**src/rtl/ps2_pkg.sv**
```systemverilog
// Shared PS/2 definitions: transmitter states, mouse command bytes, parity helper, timing defaults.
package ps2_pkg;

   typedef enum logic [2:0] {
      ST_IDLE,
      ST_INHIBIT,
      ST_RTS,
      ST_SHIFT,
      ST_STOP,
      ST_ACK,
      ST_WAIT_IDLE
   } ps2_state_t;

   localparam logic [7:0] CMD_RESET    = 8'hFF;
   localparam logic [7:0] CMD_ENABLE   = 8'hF4;
   localparam logic [7:0] CMD_DEFAULTS = 8'hF6;

   localparam int INHIBIT_CYCLES_DEF = 5000;
   localparam int TIMEOUT_CYCLES_DEF = 750000;

   function automatic logic odd_parity(input logic [7:0] d);
      return ~^d;
   endfunction

endpackage

```
**src/rtl/ps2_host_tx_if.sv**
```systemverilog
// Command handshake between a requester (master) and the PS/2 transmitter (slave).
interface ps2_host_tx_if;
   logic [7:0] tx_data;
   logic       tx_valid;
   logic       tx_ready;
   logic       tx_done;
   logic       tx_error;
   logic       busy;

   modport master (output tx_data, tx_valid, input tx_ready, tx_done, tx_error, busy);
   modport slave  (input tx_data, tx_valid, output tx_ready, tx_done, tx_error, busy);
endinterface

```
**src/rtl/ps2_line_sync.sv**
```systemverilog
// Two-flop synchronizers for PS2_CLK/PS2_DAT plus a registered falling-edge strobe.
module ps2_line_sync (
   input  logic CLOCK_50,
   input  logic reset,
   input  logic clk_raw,
   input  logic dat_raw,
   output logic clk_sync,
   output logic dat_sync,
   output logic fall
);
   logic clk_meta;
   logic dat_meta;

   // Idle lines are high, so reset to 1 to avoid a spurious edge on release.
   always_ff @(posedge CLOCK_50) begin
      if (reset) begin
         clk_meta <= 1'b1;
         clk_sync <= 1'b1;
         dat_meta <= 1'b1;
         dat_sync <= 1'b1;
         fall     <= 1'b0;
      end else begin
         clk_meta <= clk_raw;
         clk_sync <= clk_meta;
         dat_meta <= dat_raw;
         dat_sync <= dat_meta;
         fall     <= clk_sync & ~clk_meta;
      end
   end
endmodule

```
**src/rtl/ps2_host_tx.sv**
```systemverilog
// PS/2 host-to-device transmitter: inhibit, request-to-send, data/parity/stop, then ACK check.
// Define PS2_TX_AUTOINIT_EN to send CMD_ENABLE automatically after reset (up to 3 attempts).
module ps2_host_tx
   import ps2_pkg::*;
#(
   parameter int INHIBIT_CYCLES = INHIBIT_CYCLES_DEF,
   parameter int TIMEOUT_CYCLES = TIMEOUT_CYCLES_DEF
) (
   input  logic         CLOCK_50,
   input  logic         reset,
   ps2_host_tx_if.slave tx,
   input  logic         ps2_clk_in,
   input  logic         ps2_dat_in,
   output logic         ps2_clk_oe,
   output logic         ps2_dat_oe
);
`ifdef PS2_TX_AUTOINIT_EN
   localparam bit AUTO_INIT = 1'b1;
`else
   localparam bit AUTO_INIT = 1'b0;
`endif

   localparam int CNT_MAX = (INHIBIT_CYCLES > TIMEOUT_CYCLES) ? INHIBIT_CYCLES : TIMEOUT_CYCLES;
   localparam int CNT_W   = $clog2(CNT_MAX + 1);
   localparam logic [CNT_W-1:0] INH_LAST = CNT_W'(INHIBIT_CYCLES - 1);
   localparam logic [CNT_W-1:0] TMO_LAST = CNT_W'(TIMEOUT_CYCLES - 1);

   ps2_state_t       state, state_n;
   logic [CNT_W-1:0] cnt, cnt_n;
   logic [2:0]       bit_cnt, bit_cnt_n;
   logic [8:0]       shreg, shreg_n;
   logic [1:0]       attempts, attempts_n;
   logic             ready_r, ready_n, done_r, done_n, error_r, error_n, busy_r, busy_n;
   logic             clk_oe_n, dat_oe_n, auto_pend, auto_pend_n;
   logic             load, end_ok, end_err;
   logic [7:0]       load_byte;
   logic             clk_s, dat_s, fall;

   ps2_line_sync u_sync (
      .CLOCK_50 (CLOCK_50),
      .reset    (reset),
      .clk_raw  (ps2_clk_in),
      .dat_raw  (ps2_dat_in),
      .clk_sync (clk_s),
      .dat_sync (dat_s),
      .fall     (fall)
   );

   assign tx.tx_ready = ready_r;
   assign tx.tx_done  = done_r;
   assign tx.tx_error = error_r;
   assign tx.busy     = busy_r;

   always_ff @(posedge CLOCK_50) begin
      if (reset) begin
         state      <= ST_IDLE;
         cnt        <= '0;
         bit_cnt    <= '0;
         attempts   <= '0;
         auto_pend  <= AUTO_INIT;
         ready_r    <= 1'b0;
         done_r     <= 1'b0;
         error_r    <= 1'b0;
         busy_r     <= 1'b0;
         ps2_clk_oe <= 1'b0;
         ps2_dat_oe <= 1'b0;
      end else begin
         state      <= state_n;
         cnt        <= cnt_n;
         bit_cnt    <= bit_cnt_n;
         attempts   <= attempts_n;
         auto_pend  <= auto_pend_n;
         ready_r    <= ready_n;
         done_r     <= done_n;
         error_r    <= error_n;
         busy_r     <= busy_n;
         ps2_clk_oe <= clk_oe_n;
         ps2_dat_oe <= dat_oe_n;
      end
   end

   always_ff @(posedge CLOCK_50) begin
      shreg <= shreg_n;
   end

   always_comb begin
      state_n     = state;
      cnt_n       = cnt;
      bit_cnt_n   = bit_cnt;
      shreg_n     = shreg;
      attempts_n  = attempts;
      auto_pend_n = auto_pend;
      ready_n     = 1'b0;
      done_n      = 1'b0;
      error_n     = 1'b0;
      busy_n      = busy_r;
      clk_oe_n    = ps2_clk_oe;
      dat_oe_n    = ps2_dat_oe;
      load        = 1'b0;
      load_byte   = tx.tx_data;
      end_ok      = 1'b0;
      end_err     = 1'b0;

      case (state)
         ST_IDLE: begin
            ready_n = !auto_pend;
            if (auto_pend) begin
               load      = 1'b1;
               load_byte = CMD_ENABLE;
            end else if (tx.tx_valid && ready_r) begin
               load = 1'b1;
            end
            if (load) begin
               state_n   = ST_INHIBIT;
               shreg_n   = {odd_parity(load_byte), load_byte};
               bit_cnt_n = '0;
               cnt_n     = '0;
               clk_oe_n  = 1'b1;
               busy_n    = 1'b1;
               ready_n   = 1'b0;
            end
         end
         ST_INHIBIT: begin
            if (cnt == INH_LAST) begin
               state_n  = ST_RTS;
               clk_oe_n = 1'b0;
               dat_oe_n = 1'b1;
               cnt_n    = '0;
            end else begin
               cnt_n = cnt + CNT_W'(1);
            end
         end
         default: begin
            // Device-clocked states share one watchdog that restarts on every falling edge.
            cnt_n = fall ? '0 : cnt + CNT_W'(1);
            if (!fall && cnt == TMO_LAST) begin
               end_err = 1'b1;
            end else if (state == ST_WAIT_IDLE) begin
               end_ok = clk_s & dat_s;
            end else if (fall) begin
               case (state)
                  ST_RTS, ST_SHIFT: begin
                     dat_oe_n = ~shreg[0];
                     shreg_n  = {1'b0, shreg[8:1]};
                     if (state == ST_RTS) begin
                        state_n = ST_SHIFT;
                     end else if (bit_cnt == 3'd7) begin
                        state_n = ST_STOP;
                     end else begin
                        bit_cnt_n = bit_cnt + 3'd1;
                     end
                  end
                  ST_STOP: begin
                     dat_oe_n = 1'b0;
                     state_n  = ST_ACK;
                  end
                  ST_ACK: begin
                     if (dat_s) end_err = 1'b1;
                     else       state_n = ST_WAIT_IDLE;
                  end
                  default: ;
               endcase
            end
         end
      endcase

      if (end_ok || end_err) begin
         state_n  = ST_IDLE;
         busy_n   = 1'b0;
         clk_oe_n = 1'b0;
         dat_oe_n = 1'b0;
         done_n   = end_ok;
         error_n  = end_err;
         // An automatic frame is retried on failure until its third attempt.
         if (auto_pend) begin
            if (end_err && attempts != 2'd2) attempts_n  = attempts + 2'd1;
            else                             auto_pend_n = 1'b0;
         end
         ready_n = !auto_pend_n;
      end
   end
endmodule

```
**src/flat_wrapper.sv**
```systemverilog
// flat-port wrapper written by rule: the top's interface ports become plain ports
module ps2_host_tx_flat import ps2_pkg::*;
#(
   parameter int INHIBIT_CYCLES = INHIBIT_CYCLES_DEF,
   parameter int TIMEOUT_CYCLES = TIMEOUT_CYCLES_DEF
)
  (CLOCK_50, reset, ps2_clk_in, ps2_dat_in, ps2_clk_oe, ps2_dat_oe, tx_tx_data, tx_tx_valid, tx_tx_ready, tx_tx_done, tx_tx_error, tx_busy);
  ps2_host_tx_if tx_i ();
  input  logic CLOCK_50;
  input  logic reset;
  input  logic ps2_clk_in;
  input  logic ps2_dat_in;
  output logic ps2_clk_oe;
  output logic ps2_dat_oe;
  input wire logic [$bits(tx_i.tx_data)-1:0] tx_tx_data;
  input wire logic [$bits(tx_i.tx_valid)-1:0] tx_tx_valid;
  output wire logic [$bits(tx_i.tx_ready)-1:0] tx_tx_ready;
  output wire logic [$bits(tx_i.tx_done)-1:0] tx_tx_done;
  output wire logic [$bits(tx_i.tx_error)-1:0] tx_tx_error;
  output wire logic [$bits(tx_i.busy)-1:0] tx_busy;
  assign tx_i.tx_data = tx_tx_data;
  assign tx_i.tx_valid = tx_tx_valid;
  assign tx_tx_ready = tx_i.tx_ready;
  assign tx_tx_done = tx_i.tx_done;
  assign tx_tx_error = tx_i.tx_error;
  assign tx_busy = tx_i.busy;
  ps2_host_tx #(.INHIBIT_CYCLES(INHIBIT_CYCLES), .TIMEOUT_CYCLES(TIMEOUT_CYCLES)) u_core (.CLOCK_50(CLOCK_50), .reset(reset), .tx(tx_i), .ps2_clk_in(ps2_clk_in), .ps2_dat_in(ps2_dat_in), .ps2_clk_oe(ps2_clk_oe), .ps2_dat_oe(ps2_dat_oe));
endmodule
```
**config.mk**
```make
export PLATFORM = sky130hd
export DESIGN_NAME = ps2_host_tx_flat
export DESIGN_NICKNAME = d
export VERILOG_FILES = /design/src/rtl/ps2_pkg.sv /design/src/rtl/ps2_host_tx_if.sv /design/src/rtl/ps2_line_sync.sv /design/src/rtl/ps2_host_tx.sv /design/src/flat_wrapper.sv
export SDC_FILE = /design/constraint.sdc
export NUM_CORES = 1
export LEC_CHECK = 0
export BUFFER_PORTS_ARGS = -buffer_cell sky130_fd_sc_hd__buf_2
export CAP_MARGIN = 20
export CORE_MARGIN = 2
export CORE_UTILIZATION = 40
export CTS_CLUSTER_DIAMETER = 80
export DETAILED_ROUTE_END_ITERATION = 10
export PLACE_DENSITY_LB_ADDON = 0.25
export RECOVER_POWER = 50
export REMOVE_ABC_BUFFERS = 1
export SYNTH_ARGS = -nofsm -noshare
export SYNTH_HDL_FRONTEND = slang
export SYNTH_SLANG_ARGS = --single-unit
```
**constraint.sdc**
```tcl
create_clock -name CLOCK_50 -period 3.9 [get_ports CLOCK_50]
set_input_delay 0.195 -clock CLOCK_50 [delete_from_list [all_inputs] [get_ports CLOCK_50]]
set_output_delay 0.195 -clock CLOCK_50 [all_outputs]
set_load 0.1 [all_outputs]
```
==> impl_metrics.tcl <==
set metrics [dict create \
    maxSlewViolCount 0 \
    clock-sinks 49 \
    cp-start-kind "flip-flop" \
    initial_core_util_pct 41.8 \
    fin_util_pct 45.9 \
    io_buffer_count 18 \
    min_path_type "input port to flip-flop" \
    vias 1840 \
    grt_usage_pct 15.9 \
    finalHoldViolations 0 \
    end_kind "flip-flop" \
    cp_max_fo 20 \
    cp.arrival_ns 2.92 \
    vias_per_cell 5.10 \
    cts_made_buffers 5 \
    drc 0 \
    power.leakage_nw 0.891 \
    place.gp.congestion 0.778 \
    status "finished, final reports clean" \
    syn_area_per_cell_um2 8.59 \
    synth_edf_count 9 \
    syn_to_final_growth_pct 9.89 \
    tns_ns 0 \
    yosysWarnings 0 \
    clkTransAtPathRegs_ns 0.08 \
    crit_buf_inv 0 \
    worstReg2RegStart "u_core.state[1]" \
    cts_setup_buffers 0 \
    grt_first_pass_wirelength_mm 8.07 \
    timing.fmax_ghz 0.371 \
    final_common_cell "nor2_1" \
    holdPathEnd "u_core.u_sync.clk_meta" \
    synthCells 271 \
    dieWidth_um 80.3 \
    tightest_slew_ns 1.16 \
    whs_path_depth 2 \
    holdBufCountCts 0 \
    wl_per_cell_um 12.7 \
    drt_pass1_iterations 4 \
    setup_viol 0 \
    clk_path_buf_depth 2 \
    h-tree-depth 2 \
    overflow 0 \
    r2r_slack_ns 1.20 \
    rsz0062_at_grt "false" \
    cpMaxStageDelayCell "or3_1" \
    cts_tree "yes" \
    worst-setup-path-type "flip-flop to flip-flop" \
    maxSlewHeadroom_pct 23.1 \
    rr_worst_depth 5 \
    die_h_um 80.3 \
    grt_max_degree 21 \
    cp.required_ns 4.12 \
    place_hpwl_mm 3.30 \
    synthDistinctLibCells 45 \
    num_io_pins 19 \
    slowest_delay_ns 0.59 \
    drive_above_1_share_pct 9.00 \
    final_cell_mix "41 x nor2_1, 40 x dfxtp_1, 32 x nand2_1, 22 x xnor2_1, 16 x nand3_1" \
    grt_pass1_vias 1752 \
    ys_seq_area_share_pct 46.0 \
    clock-root-buffer "clkbuf_8" \
    maxCapViolCount 0 \
    die_area_mm2 0.00644 \
    core_area_mm2 0.00557 \
    antenna_found_initial 0 \
    timing.rr.end "u_core.cnt[1]" \
    cts_resized 0 \
    power_density_mw_per_mm2 552 \
    skew_ns 0.00956 \
    first_iter_violations 153 \
    hold_slack_ns 0.0801 \
    async_reset_ff_share_pct 0 \
    cp_top_family "simple AND/OR/NAND/NOR gates" \
    num_antenna_cells 0 \
    min_from "ps2_clk_in" \
    min_period_over_period_pct 69.2 \
    clk_latency_ns 0.30 \
    ys.flop_type "dfxtp_1" \
    period_needed_ns 2.70 \
    irDropWorstVdd_mv 0.221 \
    syn_area_mm2 0.00233 \
    num_rows 27 \
    finalNetCount 305 \
    wl_mm 4.58 \
    n_fill_cell 563 \
    synth_seq_cells 49 \
    crit_chain "or3_1 > nor2_1 > o21ai_0 > or2_1 > a21oi_1" \
    postRouteAntennaNets 0 \
]
## worst max path at each step
| stage | startpoint | endpoint | slack (ns) | cells after the start |
|---|---|---|---|---|
| 2_1_floorplan | u_core.tx.tx_ready | u_core.shreg[0] | 1.52 | 3 |
| 3_3_place_gp | u_core.state[2] | u_core.shreg[6] | 1.23 | 3 |
| 3_5_place_dp | u_core.state[1] | u_core.cnt[1] | 1.29 | 5 |
| 4_1_cts | u_core.state[1] | u_core.cnt[1] | 1.26 | 5 |
| 5_1_grt | u_core.state[1] | u_core.cnt[1] | 0.93 | 5 |
| 6_report | u_core.state[1] | u_core.cnt[1] | 1.20 | 5 |
## where the power goes
| part | total, W | switching, W | internal, W |
|---|---|---|---|
| Clock | 0.000284 | 0.000159 | 0.000125 |
| Combinational | 0.000448 | 0.000315 | 0.000133 |
| Sequential | 0.000679 | 0.0000536 | 0.000625 |
## cells by family after synthesis
family                   synth area share [%]
adder cells (fa/ha/maj)                  2.15
AND/OR/NAND/NOR                          27.2
AO/OA/AOI/OAI                            11.4
XOR/XNOR                                 10.2
buffers and inverters                    3.12
flip-flops                               46.0
## stage by stage
step           std cells  worst slack, ns  total power [W]  instance area, um2
3_3_place_gp         352             1.23          0.00113                2480
3_5_place_dp         353             1.29          0.00115                2480
6_report             361             1.20          0.00141                2560
5_1_grt              361            0.932          0.00152                2560
4_1_cts              361             1.26          0.00144                2570
2_1_floorplan        261             1.52          0.00101                2290
## Yosys cell counts, types with 2 or more instances
| cell | instances | share of area, % |
|---|---|---|
| a211oi_1 | 2 | 0.64 |
| a21o_1 | 2 | 0.64 |
| a21oi_1 | 13 | 2.8 |
| and3_1 | 3 | 0.81 |
| clkbuf_1 | 9 | 1.5 |
| dfxtp_1 | 40 | 34 |
| edfxtp_1 | 9 | 12 |
| ha_1 | 4 | 2.2 |
| inv_1 | 7 | 1.1 |
| nand2_1 | 32 | 5.2 |
| nand3_1 | 16 | 3.4 |
| nand4_1 | 5 | 1.3 |
| nand4b_1 | 2 | 0.75 |
| nor2_1 | 41 | 6.6 |
| nor2b_1 | 4 | 1.1 |
| nor3_1 | 13 | 2.8 |
| o2111ai_1 | 2 | 0.75 |
| o21ai_1 | 9 | 1.9 |
| or2_1 | 2 | 0.54 |
| or2_2 | 4 | 1.1 |
| or3_1 | 2 | 0.54 |
| or4_1 | 2 | 0.64 |
| xnor2_1 | 22 | 8.3 |
| xor2_1 | 5 | 1.9 |
## flip-flops by register name, indices dropped and copies added, names as in the netlist
register                flops
u_core.cnt                 20
u_core.shreg                9
u_core.bit_cnt              3
u_core.state                3
u_core.attempts             2
u_core.auto_pend            1
u_core.ps2_clk_oe           1
u_core.ps2_dat_oe           1
u_core.tx.busy              1
u_core.tx.tx_done           1
u_core.tx.tx_error          1
u_core.tx.tx_ready          1
u_core.u_sync.clk_meta      1
u_core.u_sync.clk_sync      1
u_core.u_sync.dat_meta      1
u_core.u_sync.dat_sync      1
u_core.u_sync.fall          1
## metal layers
layer	track usage, %	part of all wire (%)	up-vias	wire length (um)
met2	25.5	46	32	2100
met4	5.59	0.96	0	44
met3	3.03	3.7	4	171
met1	21.4	49	842	2260
met5	0	0	-	0
li1	-	-	962	-
## cell type report
cell class              instances  area, um2  area share, %
clock buffers                   6       72.6           2.84
inverters                       9       33.8           1.32
well taps                      72       90.1           3.52
multi-input cells             203       1180           46.3
repair buffers                 20       96.3           3.77
flip-flops and latches         49       1070           41.9
clock inverters                 2       10.0          0.391
Note: power is estimated with default switching activity, not from simulation.
